===== src/rtl/atm_pkg.sv =====
// Shared types for the cash dispenser: denomination codes and values, FSM states, note counts.
package atm_pkg;

  typedef logic [7:0] count_t;
  typedef logic [9:0] amt_t;

  typedef enum logic [1:0] {
    D50 = 2'd0,
    D20 = 2'd1,
    D10 = 2'd2,
    D5  = 2'd3
  } denom_t;

  typedef enum logic [2:0] {
    IDLE,
    PLAN,
    DISPENSE,
    DONE,
    REJECT
  } state_t;

  function automatic amt_t denom_value(input denom_t d);
    case (d)
      D50:     return 10'd50;
      D20:     return 10'd20;
      D10:     return 10'd10;
      default: return 10'd5;
    endcase
  endfunction

endpackage


===== src/rtl/atm_denom_step.sv =====
// One greedy planning step: notes taken of one denomination and the amount still owed.
// Purely combinational; the caller sequences it one denomination per cycle.
module atm_denom_step
  import atm_pkg::*;
(
  input  amt_t   rem,
  input  amt_t   denom_val,
  input  count_t count,
  output count_t take,
  output amt_t   new_rem
);

  amt_t quot;

  always_comb begin
    quot    = rem / denom_val;
    take    = (quot > amt_t'(count)) ? count : quot[7:0];
    new_rem = rem - amt_t'(take) * denom_val;
  end

endmodule


===== src/rtl/atm_cash_dispenser.sv =====
// Greedy ATM note dispenser: 4-cycle plan, then one note per motor ack, highest denomination first.
// Requests are taken only when idle with no refill; a note stays presented until the motor acks it.
module atm_cash_dispenser
  import atm_pkg::*;
#(
  parameter count_t INIT_COUNT = 8'd20,
  parameter count_t REFILL_MAX = 8'd255
) (
  input  logic        clock,
  input  logic        reset_n,
  input  logic        req_valid,
  input  logic [9:0]  req_amount,
  output logic        req_ready,
  input  logic        refill,
  input  logic [1:0]  refill_sel,
  input  logic [7:0]  refill_count,
  output logic        note_valid,
  output logic [1:0]  note_denom,
  input  logic        note_ack,
  output logic        done,
  output logic        rejected,
  output logic [31:0] inventory
);

  state_t     state_q, state_d;
  amt_t       rem_q, rem_d;
  logic [1:0] idx_q, idx_d;
  count_t     plan_q [4];
  count_t     plan_d [4];
  count_t     cnt_q  [4];
  count_t     cnt_d  [4];

  amt_t       step_val;
  count_t     step_take;
  amt_t       step_rem;
  logic [1:0] cur;
  logic [9:0] total;
  logic [8:0] refill_sum;
  count_t     refill_sat;

  assign step_val = denom_value(denom_t'(idx_q));

  atm_denom_step u_step (
    .rem       (rem_q),
    .denom_val (step_val),
    .count     (cnt_q[idx_q]),
    .take      (step_take),
    .new_rem   (step_rem)
  );

  // Lowest code with notes left is the largest denomination still owed.
  always_comb begin
    cur   = 2'd3;
    total = '0;
    for (int i = 3; i >= 0; i--) begin
      if (plan_q[i] != '0) cur = 2'(i);
    end
    for (int i = 0; i < 4; i++) begin
      total = total + 10'(plan_q[i]);
    end
  end

  always_comb begin
    refill_sum = {1'b0, cnt_q[refill_sel]} + {1'b0, refill_count};
    refill_sat = (refill_sum > {1'b0, REFILL_MAX}) ? REFILL_MAX : refill_sum[7:0];
  end

  always_comb begin
    state_d    = state_q;
    rem_d      = rem_q;
    idx_d      = idx_q;
    plan_d     = plan_q;
    cnt_d      = cnt_q;
    req_ready  = 1'b0;
    note_valid = 1'b0;
    note_denom = 2'd0;
    done       = 1'b0;
    rejected   = 1'b0;

    case (state_q)
      IDLE: begin
        req_ready = !refill;
        if (refill) begin
          cnt_d[refill_sel] = refill_sat;
        end else if (req_valid) begin
          rem_d   = req_amount;
          idx_d   = 2'd0;
          for (int i = 0; i < 4; i++) plan_d[i] = '0;
          state_d = PLAN;
        end
      end
      PLAN: begin
        plan_d[idx_q] = step_take;
        rem_d         = step_rem;
        idx_d         = idx_q + 2'd1;
        if (idx_q == 2'd3) begin
          if (step_rem != '0)
            state_d = REJECT;
          else if ((plan_q[0] | plan_q[1] | plan_q[2] | step_take) == '0)
            state_d = DONE;
          else
            state_d = DISPENSE;
        end
      end
      DISPENSE: begin
        note_valid = 1'b1;
        note_denom = cur;
        if (note_ack) begin
          plan_d[cur] = plan_q[cur] - 8'd1;
          cnt_d[cur]  = cnt_q[cur] - 8'd1;
          if (total == 10'd1) state_d = DONE;
        end
      end
      DONE: begin
        done    = 1'b1;
        state_d = IDLE;
      end
      REJECT: begin
        rejected = 1'b1;
        rem_d    = '0;
        for (int i = 0; i < 4; i++) plan_d[i] = '0;
        state_d  = IDLE;
      end
      default: state_d = IDLE;
    endcase
  end

  always_ff @(posedge clock or negedge reset_n) begin
    if (!reset_n) begin
      state_q <= IDLE;
      rem_q   <= '0;
      idx_q   <= '0;
      for (int i = 0; i < 4; i++) begin
        plan_q[i] <= '0;
        cnt_q[i]  <= INIT_COUNT;
      end
    end else begin
      state_q <= state_d;
      rem_q   <= rem_d;
      idx_q   <= idx_d;
      plan_q  <= plan_d;
      cnt_q   <= cnt_d;
    end
  end

  assign inventory = {cnt_q[0], cnt_q[1], cnt_q[2], cnt_q[3]};

endmodule


===== config.mk =====
export PLATFORM = sky130hd
export DESIGN_NAME = atm_cash_dispenser
export DESIGN_NICKNAME = d
export VERILOG_FILES = /design/src/rtl/atm_pkg.sv /design/src/rtl/atm_denom_step.sv /design/src/rtl/atm_cash_dispenser.sv
export SDC_FILE = /design/constraint.sdc
export NUM_CORES = 1
export LEC_CHECK = 0
export CAP_MARGIN = 20
export CORE_MARGIN = 4
export CORE_UTILIZATION = 55
export CTS_CLUSTER_SIZE = 28
export DETAILED_ROUTE_END_ITERATION = 10
export PLACE_DENSITY = 0.85
export SYNTH_ARGS = -nofsm -noshare
export SYNTH_HDL_FRONTEND = slang
export SYNTH_SLANG_ARGS = --single-unit

===== constraint.sdc =====
create_clock -name clock -period 25.1 [get_ports clock]
set_input_delay 3.765 -clock clock [delete_from_list [all_inputs] [get_ports clock]]
set_output_delay 3.765 -clock clock [all_outputs]
set_load 0.005 [all_outputs]

==> impl_results.md, run 1 <==
- Core area: 0.0174 mm^2
- Initial DRC count: about 1.4k
- Startpoint types: flip-flop
- Final max-slew violation count: 0
- Nets: 1,341
- Hold Crit Start: plan_q[7]
- Die Ht: between 100 and 150 um
- Port-buffer cells: 62
- Post-CTS Setup Repair Bufs: 0
- Total grt overflow: 0
- H-Tree Depth: 3
- Clock skew: 10.9 ps
- Synth Register Bits: 79
- Worst hold path endpoint: plan_q[7]
- Avg Cell Area, Syn: about 8.5 um^2
- Area added between synthesis and finish: 11.1%
- Clock slew at reported path FFs: 70 ps
- Area of the mapped netlist: between 0.009 and 0.01 mm^2
- Largest net degree at the start of global routing: 80
- WL/cell: 22.1 um
- Tcrit/Tclk final: 89.9%
- Clock latency on the worst-skew pair: 360 ps
- TritonCTS clock tree: yes
- Hold/Removal Path Class: flip-flop to flip-flop
- Final Setup Violations: 0
- CP max stage delay: 840 ps
- Total track usage: 31.0%
- RSZ-0062 raised after global routing: no
- Global-route wire length before repair: 49,900 um
- Reg2reg end: state_q[0]
- Pre-CTS WS: approximately 3100 ps
- Synth Flop Type: dfrtp_1
- Cells after Synth: 1,150
- Slew Limit Headroom: 19.6%
- Layout cells sized above 1: under 10%
- Number of remaining DRC errors: 0
- Family with the most delay on the worst path: compound AO/OA/AOI/OAI gates
- Yosys cell types: 85
- CP endpoint kind: flip-flop
- Flop2flop setup slack: 2550 ps
- WP buf/inv: 9
- Initial Util: 56.3%
- Worst r2r path cells: 86
- Highest clock rate: around 44 MHz
- CP max FO: 23
- Clock Sinks: 79
- Max_cap viols: 0
- Crit-path slowest cell: o21ai_1
- EDFF count, synth: 0
- RD Place Congestion: 1.00
- Avg Vias per Cell: ~6.9
- CP Data Arrival Time: 22,830 ps
- Row cnt: 48
- ANT cells: 0
- Cell mode on critical path: ha_1
- I/O pins: 63
- Worst slew pin tran: between 1000 and 1500 ps
- Hold depth: 2
- DR pass1 iterations: 7
- DRT Wirelength: 31,100 um
- Placed insts: approximately 1.4k
- Status: finished clean
- Initial antenna violation count: 0
- Final setup TNS: 0 ps
- Tmin final: 22,550 ps
- Share of flip-flops with an asynchronous set or reset: 100%
- Vias in the first global route: about 9.7k
- Die W: 142 um
- CP Data Required Time: roughly 25,000 ps
- Register area share after synthesis: 20.2%
- Worst reg2reg startpoint: idx_q[1]
- Post-CTS Hold Buffers: 0
- Post_cts resized: 0
- Worst hold slack: 587 ps
- Via count: around 9.8k
- Final ANT Viol Nets: 0
- CTS Buffer Depth: 2
- Finished Layout Cells: 1,408
- Worst setup margin: 2550 ps
- CTS Root Cell: clkbuf_16
- Die area: around 0.02 mm^2
- Crit Path Class: flip-flop to flip-flop
- CTS Buf Count: 9
- Hold Fails Final Rpt: 0
- Mapped Nets: 1,313
- Yosys warnings: 0
- Final HPWL DP: approximately 22,000 um
==> cells by family (layout without fill, tap and decap cells) <==
kind of cell / count (synthesis) / after routing / share of synthesized area, %
adders and majority gates: 138 / 138 / 20.8
muxes: 35 / 35 / 5.62
AOI/OAI and AO/OA: 371 / 371 / 26.5
and+or+nand+nor: 343 / 343 / 16.8
xor gates and xnor gates: 53 / 53 / 4.73
DFF: 79 / 79 / 20.2
buffers and inverters: 131 / 164 / 5.29
==> through the flow <==
| step | utilization (%) | cell area [um^2] |
|---|---|---|
| floorplan | - | 9810 |
| global placement | 60.6 | 10600 |
| detailed placement | 60.6 | 10600 |
| CTS | 62.4 | 10900 |
| global route | 62.6 | 10900 |
| finish | 62.6 | 10900 |
==> placed cells by master, fill, tap and decap left out, types with 6 or more instances in the layout <==
cell type / instances
a22oi_1: 9
xor2_1: 21
a21o_1: 18
o21bai_1: 6
nand3_1: 18
o221a_2: 11
nor2_1: 113
mux2i_1: 12
o211ai_1: 8
dfrtp_1: 71
fa_1: 42
nand4_1: 6
nor4_1: 10
xnor2_1: 32
o21ai_0: 64
and3_1: 7
nand2b_1: 19
or3_1: 8
and2_1: 8
o21a_1: 16
a22o_1: 51
buf_4: 12
nand2_1: 90
a21oi_1: 65
clkbuf_16: 9
o22ai_1: 52
nor2b_1: 11
mux2_2: 7
clkdlybuf4s50_1: 61
mux4_2: 15
ha_1: 96
dfstp_2: 8
nor3_1: 29
inv_1: 73
==> layout make-up <==
type                    count  area [um^2]
repair buffers             74          728
well taps                 225          282
clock inverters             6         68.8
multi-input cells         940         7310
inverters                  74          278
flip-flops and latches     79         1990
fillers                  1476         6520
clock buffers              10          239
==> tightest hold or removal path, stage by stage (launching register included) <==
cell	delay [ps]
dfrtp_1	410
nand2_1	70
o221ai_1	70
==> worst max-delay path by stage <==
stage              from         end  slack [ps]  cells past startpoint
2_1_floorplan  idx_q[0]  state_q[0]        6560                     92
3_3_place_gp   idx_q[0]  state_q[0]        3720                     84
3_5_place_dp   idx_q[0]  state_q[0]        3130                     85
4_1_cts        idx_q[0]  state_q[0]        3010                     86
5_1_grt        idx_q[0]  state_q[1]         860                     87
6_report       idx_q[1]  state_q[0]        2550                     86
==> cells in the mapped netlist, types with 6 or more instances <==
cell / number / share of area, %
mux2_2: 7 / 0.80
nor2b_1: 11 / 0.70
xnor2_1: 32 / 2.9
a21o_1: 18 / 1.4
fa_1: 42 / 8.6
o21bai_1: 6 / 0.46
o21a_1: 16 / 1.2
or3_1: 8 / 0.51
a211oi_1: 6 / 0.46
a22o_1: 51 / 4.6
o221a_2: 11 / 1.3
buf_2: 7 / 0.36
ha_1: 96 / 12
o22ai_1: 52 / 3.3
and2_1: 8 / 0.51
mux2i_1: 12 / 1.2
nand4_1: 6 / 0.38
and3_1: 7 / 0.45
o211ai_1: 8 / 0.61
o21ai_0: 64 / 3.3
nand3_1: 18 / 0.92
dfrtp_1: 71 / 18
nor4_1: 10 / 0.64
dfstp_2: 8 / 2.1
clkbuf_1: 42 / 1.6
nand2_1: 90 / 3.4
a21oi_1: 65 / 3.3
mux4_2: 15 / 3.4
a22oi_1: 9 / 0.69
inv_1: 73 / 2.8
nand2b_1: 19 / 1.2
xor2_1: 21 / 1.9
nor2_1: 113 / 4.3
nor3_1: 29 / 1.5
==> registers in the layout, summed over array words and instances, names as in the netlist <==
register	cells
inventory	32
plan_q	32
rem_q	10
state_q	3
idx_q	2
==> layer usage <==
layer  global-route usage [%]  part of all wire, %  routed length [um]
met5                        0                    0                   0
met4                     14.4                  4.8                1510
met3                     6.40                   11                3500
met2                     49.2                   46               14100
met1                     40.6                   38               11900
Power of run 1 is not shown: default switching activity piles up to over one toggle a cycle in this logic, so the estimate is an artifact.
==> run 2: changes to the inputs <==
--- a/config.mk
+++ b/config.mk
@@ -8,6 +8,7 @@
 export CAP_MARGIN = 20
 export CORE_MARGIN = 4
 export CORE_UTILIZATION = 55
+export CTS_CLUSTER_DIAMETER = 60
 export CTS_CLUSTER_SIZE = 28
 export DETAILED_ROUTE_END_ITERATION = 10
 export PLACE_DENSITY = 0.85
==> results of run 2 <==
Same layout as run 1: the final DEF is identical, and so are final timing and power.
Power of run 2 is left out for the same reason.
==> run 3: changes to the inputs <==
--- a/config.mk
+++ b/config.mk
@@ -11,7 +11,7 @@
 export CTS_CLUSTER_DIAMETER = 60
 export CTS_CLUSTER_SIZE = 28
 export DETAILED_ROUTE_END_ITERATION = 10
-export PLACE_DENSITY = 0.85
+export PLACE_DENSITY = 0.87
 export SYNTH_ARGS = -nofsm -noshare
 export SYNTH_HDL_FRONTEND = slang
 export SYNTH_SLANG_ARGS = --single-unit
==> run 3 against run 2 <==
Against the previous run:
- clock skew shrank 0.58 ps
- final area is essentially flat
- sequential share of layout area is essentially flat
- critical path depth grew 3
- hold slack lost 4.5 ps
- via count shrank 2.1%
- critical path type unchanged
- die area is the same
- highest routed layer unchanged
==> impl_results.md, run 3 (synthesis gave the netlist of run 1 again) <==
- Crit Path Class: flip-flop to flip-flop
- Die W: 142 um (unchanged)
- Worst r2r path cells: 89 (+3.5%)
- Highest clock rate: 45.0 MHz (+1.4%)
- CTS Buf Count: 9 (unchanged)
- ANT cells: 0 (unchanged)
- Number of remaining DRC errors: 0 (unchanged)
- Largest net degree at the start of global routing: 59 (-26%)
- Slew Limit Headroom: 31.3% (+12 points)
- H-Tree Depth: 3 (unchanged)
- Status: finished clean
- Post_cts resized: 0 (unchanged)
- Global-route wire length before repair: 48,500 um (-2.9%)
- Flop2flop setup slack: 2860 ps (+320 ps)
- Worst hold slack: 582 ps (-4.51 ps)
- Hold/Removal Path Class: flip-flop to flip-flop
- CTS Root Cell: clkbuf_16
- CP endpoint kind: flip-flop
- Via count: 9,556 (-2.1%)
- Die Ht: 142 um (unchanged)
- Final ANT Viol Nets: 0 (unchanged)
- CP max stage delay: 830 ps (about the same)
- Core area: 0.0174 mm^2 (unchanged)
- I/O pins: 63 (unchanged)
- RSZ-0062 raised after global routing: no
- Initial DRC count: 1,189 (-16%)
- Tmin final: 22,240 ps (-318 ps)
- Layout cells sized above 1: 8.76% (+0.31 points)
- WP buf/inv: 11 (+2)
- WL/cell: 21.2 um (-4.1%)
- Initial Util: 56.3% (unchanged)
- End point of the critical path: state_q[0]
- RD Place Congestion: 0.968 (-3.3%)
- CP Data Required Time: 25,360 ps (about the same)
- Placed insts: 1,396 (+0.36%)
- Row cnt: 48 (unchanged)
- Avg Vias per Cell: 6.77 (-2.4%)
- GR Util met1: 39.8% (-0.80 points)
- Worst reg2reg startpoint: idx_q[0]
- Clock slew at reported path FFs: 70 ps (about the same)
- Post-CTS Hold Buffers: 0 (unchanged)
- CP max FO: 23 (unchanged)
- Final Setup Violations: 0 (unchanged)
- CP Data Arrival Time: 22,500 ps (-330 ps)
- Final HPWL DP: 22,100 um (-1.4%)
- Critical Path Source: idx_q[0]
- Cell mode on critical path: ha_1
- Hold Fails Final Rpt: 0 (unchanged)
- CTS Buffer Depth: 2 (unchanged)
- DRT Wirelength: 29,900 um (-3.8%)
- Critical path depth: 89 (+3.5%)
- Port-buffer cells: 62 (unchanged)
- Total track usage: 29.8% (-1.1 points)
- TritonCTS clock tree: yes
- Clock skew: 10.4 ps (-0.581 ps)
- GR peak layer: met2
- Max_cap viols: 0 (unchanged)
- Startpoint types: flip-flop
- Finished Layout Cells: 1,412 (+0.28%)
- Post-CTS Setup Repair Bufs: 0 (unchanged)
- Area added between synthesis and finish: 11.0% (about the same)
- Clock Sinks: 79 (unchanged)
- Family with the most delay on the worst path: compound AO/OA/AOI/OAI gates
- Commonest non-fill, non-tap cell in the layout: nor2_1
- Final setup TNS: 0 ps (unchanged)
- Vias in the first global route: 9,395 (-2.8%)
- Routing usage on met3: 6.84% (+0.44 points)
- Worst slew pin tran: 1020 ps (-149 ps)
- Total grt overflow: 0 (unchanged)
- Nets: 1,345 (+0.30%)
- Initial antenna violation count: 0 (unchanged)
- Crit-path slowest cell: a22oi_1
- Tcrit/Tclk final: 88.6% (-1.3 points)
- Clock latency on the worst-skew pair: 350 ps (about the same)
- Die area: 0.0200 mm^2 (unchanged)
- Met2 Use GR: 47.8% (-1.4 points)
- DR pass1 iterations: 6 (-1)
- Final max-slew violation count: 0 (unchanged)
- Reg2reg end: state_q[0]
- Commonest non-fill, non-tap cells in the layout: nor2_1, ha_1, nand2_1
run 3: changes by cell type in the layout (fill, tap and decap cells not counted), moves of 2 or more:
cell	previous run	this run
buf_4	12	17
inv_6	1	3
clkinv_4	2	0
clkinvlp_4	1	3
run 3: through the flow:
| stage | worst slack, ps | area [um^2] | utilization [%] |
|---|---|---|---|
| finish | 2860 | 10900 | 62.5 |
| global route | 1040 | 10900 | 62.5 |
| CTS | 3130 | 10900 | 62.5 |
| detailed placement | 3180 | 10600 | 60.9 |
| global placement | 3950 | 10600 | 60.9 |
| floorplan | 6560 | 9810 | - |
run 3: final cells by class:
| type | instances | area [um^2] |
|---|---|---|
| tap | 225 | 282 |
| clock buffer | 9 | 225 |
| fill | 1433 | 6530 |
| multi-input combinational | 940 | 7310 |
| clock inverter | 7 | 65.1 |
| sequential | 79 | 1990 |
| timing repair buffer | 78 | 738 |
| inverter | 74 | 278 |
run 3: worst min-delay path by stage:
stage               startpoint   endpoint  cells past startpoint
finish               plan_q[3]  plan_q[3]                      1
global route         plan_q[3]  plan_q[3]                      1
CTS                  plan_q[3]  plan_q[3]                      1
detailed placement   plan_q[3]  plan_q[3]                      1
global placement     plan_q[3]  plan_q[3]                      1
floorplan            plan_q[6]  plan_q[6]                      2
run 3: per-layer routing:
metal  vias to the layer above  routed length (um)
met5                         -                   0
met4                         0                 881
met3                        97                3470
met2                       650               13800
met1                      4493               11700
li1                       4316                   -
Power of run 3 is left out for the same reason.
==> patch, RTL diff (settings of run 1) <==
The 5 states of `state_t` get a one-hot encoding in 5 bits.
--- a/src/rtl/atm_pkg.sv
+++ b/src/rtl/atm_pkg.sv
@@ -12,10 +12,10 @@
   } denom_t;
 
-  typedef enum logic [2:0] {
-    IDLE,
-    PLAN,
-    DISPENSE,
-    DONE,
-    REJECT
+  typedef enum logic [4:0] {
+    IDLE     = 5'b00001,
+    PLAN     = 5'b00010,
+    DISPENSE = 5'b00100,
+    DONE     = 5'b01000,
+    REJECT   = 5'b10000
   } state_t;
 
Behaviour: same outputs for any inputs over 4 cycles, from zero or initial values and one cycle with reset_n low; so few cycles prove little.
==> patch against run 1 <==
  * Synthesized area rose by 0.59%
  * Sequential cell count grew 2
  * Maximum frequency decreased by 2.2%
  * Routed wire length is 1.8% lower
  * Setup slack got worse by 0.50 ns
  * Final area grew 0.69%
  * Worst hold slack got worse by 0.019 ns
Power is left out: the tool's default activity adds up to more than one toggle a clock period on the data nets, which glitch-free logic cannot reach.
==> patch: results (changes against run 1) <==
| Metric | Value |
|---|---|
| Area contributors post-synth | `dfrtp_1 (18%), ha_1 (12%), fa_1 (8.5%)` |
| Sequential cell area | `2040 sq um (+2.6%)` |
| Layout cell share with drive strength beyond 1 | `0.0864 (+0.00191)` |
| Most frequent cell after synthesis | `nand2_1` |
| R2r startpoint | `idx_q[0]` |
| Initial antenna violation count | `0 (unchanged)` |
| Vias | `9691 (-0.74%)` |
| R2r setup slk | `2.05 ns (-0.50 ns)` |
| Clock sink count | `81 (+2.5%)` |
| Sequential area share after synthesis | `0.207 (+0.00402)` |
| Number of distinct library cells after synthesis | `94 (+11%)` |
| Critical path's slowest cell | `mux2i_1` |
| Met3 WL | `3.32 mm (-5.1%)` |
| Worst Hold Launch | `plan_q[3]` |
| First-pass GRT wire length | `48.8 mm (-2.3%)` |
| Placed Cells | `1387 (-0.29%)` |
| Non-CTS buffers | `73 (-1.4%)` |
| Routing usage on met3 | `0.0581 (-0.00591)` |
| Ant diodes | `0 (unchanged)` |
| CP top delay family | `compound AO/OA/AOI/OAI gates` |
| NonClk Buf Share | `0.0657 (-0.00114)` |
| Vias in the first global route | `9291 (-3.9%)` |
| Routability-driven placement congestion ratio | `0.965 (-3.6%)` |
| Synth Instances | `1140 (-0.87%)` |
| Fraction of area in multi-input gates | `0.668 (-0.00288)` |
| Synth top cells by count | `nand2_1 (105), nor2_1 (104), ha_1 (96)` |
| Overall Global Routing Usage | `0.303 (-0.00694)` |
| DR WL/cell | `21.7 um (-1.6%)` |
| Root Driver | `clkbuf_16` |
| GR Util met2 | `0.474 (-0.0185)` |
| Global Route met1 Usage | `0.412 (+0.00646)` |
| Post-synth ARST share | `1.00 (unchanged)` |
| Slowest stage delay, CP | `1.02 ns (+0.18 ns)` |
| Inverters | `79 (+6.8%)` |
| Critical Path AT | `23.32 ns (+0.49 ns)` |
| DRT met1 WL | `12.4 mm (+3.8%)` |
| Drt first pass iters | `6 (-1)` |
| Worst hold path endpoint | `plan_q[3]` |
| Clkbuf count | `10 (unchanged)` |
| End point of the critical path | `state_q[3]` |
| Met2 WL | `13.5 mm (-4.6%)` |
| Worst-margin pin slew | `1.16 ns (-0.0143 ns)` |
| Status | `finished clean` |
| Largest net degree at the start of global routing | `82 (+2.5%)` |
| DRT iter0 DRCs | `1187 (-16%)` |
| Worst reg2reg path depth | `89 (+3.5%)` |
| Uppermost layer routed | `met4` |
| Hold path depth | `2 (unchanged)` |
| Net Count, Synth | `1303 (-0.76%)` |
| Fill cell count | `1446 (-2.0%)` |
| Clock latency on the worst-skew pair | `0.36 ns (about the same)` |
| Routed wire length | `30.5 mm (-1.8%)` |
| Multi-input gate count | `931 (-0.96%)` |
| Skew final | `0.0119 ns (+0.000956 ns)` |
| Clock network share of area | `0.0270 (-0.00122)` |
| Detail Placement HPWL | `22.5 mm (about the same)` |
| Crit path max fanout | `16 (-30%)` |
## patch: cell types whose count changed after synthesis, moves of 5 or more
cell      change
a21o_1        -7
a21oi_1      -10
a22o_1        -8
and2_1        -5
clkbuf_1      -6
nand2_1      +15
nand2b_1      -7
nor2_1        -9
nor3_1        -9
nor3b_1       +5
o21ai_0      -18
o22ai_1      +19
o31ai_1       +6
## patch: cell families after synthesis
logic type / synth area share
xor+xnor: 0.0453
flops: 0.207
mux: 0.0548
compound gates: 0.263
simple gates: 0.172
fa+ha+maj: 0.207
buf+inv: 0.0515
## patch: through the flow
stage | util | hold WS, ns | area [sq um] | setup slack [ns]
2_1_floorplan | - | 0.506 | 9870 | 5.51
3_3_place_gp | 0.611 | 0.559 | 10600 | 3.13
3_5_place_dp | 0.611 | 0.550 | 10600 | 2.44
4_1_cts | 0.628 | 0.574 | 10900 | 2.33
5_1_grt | 0.630 | 0.607 | 11000 | 0.496
6_report | 0.630 | 0.567 | 11000 | 2.05
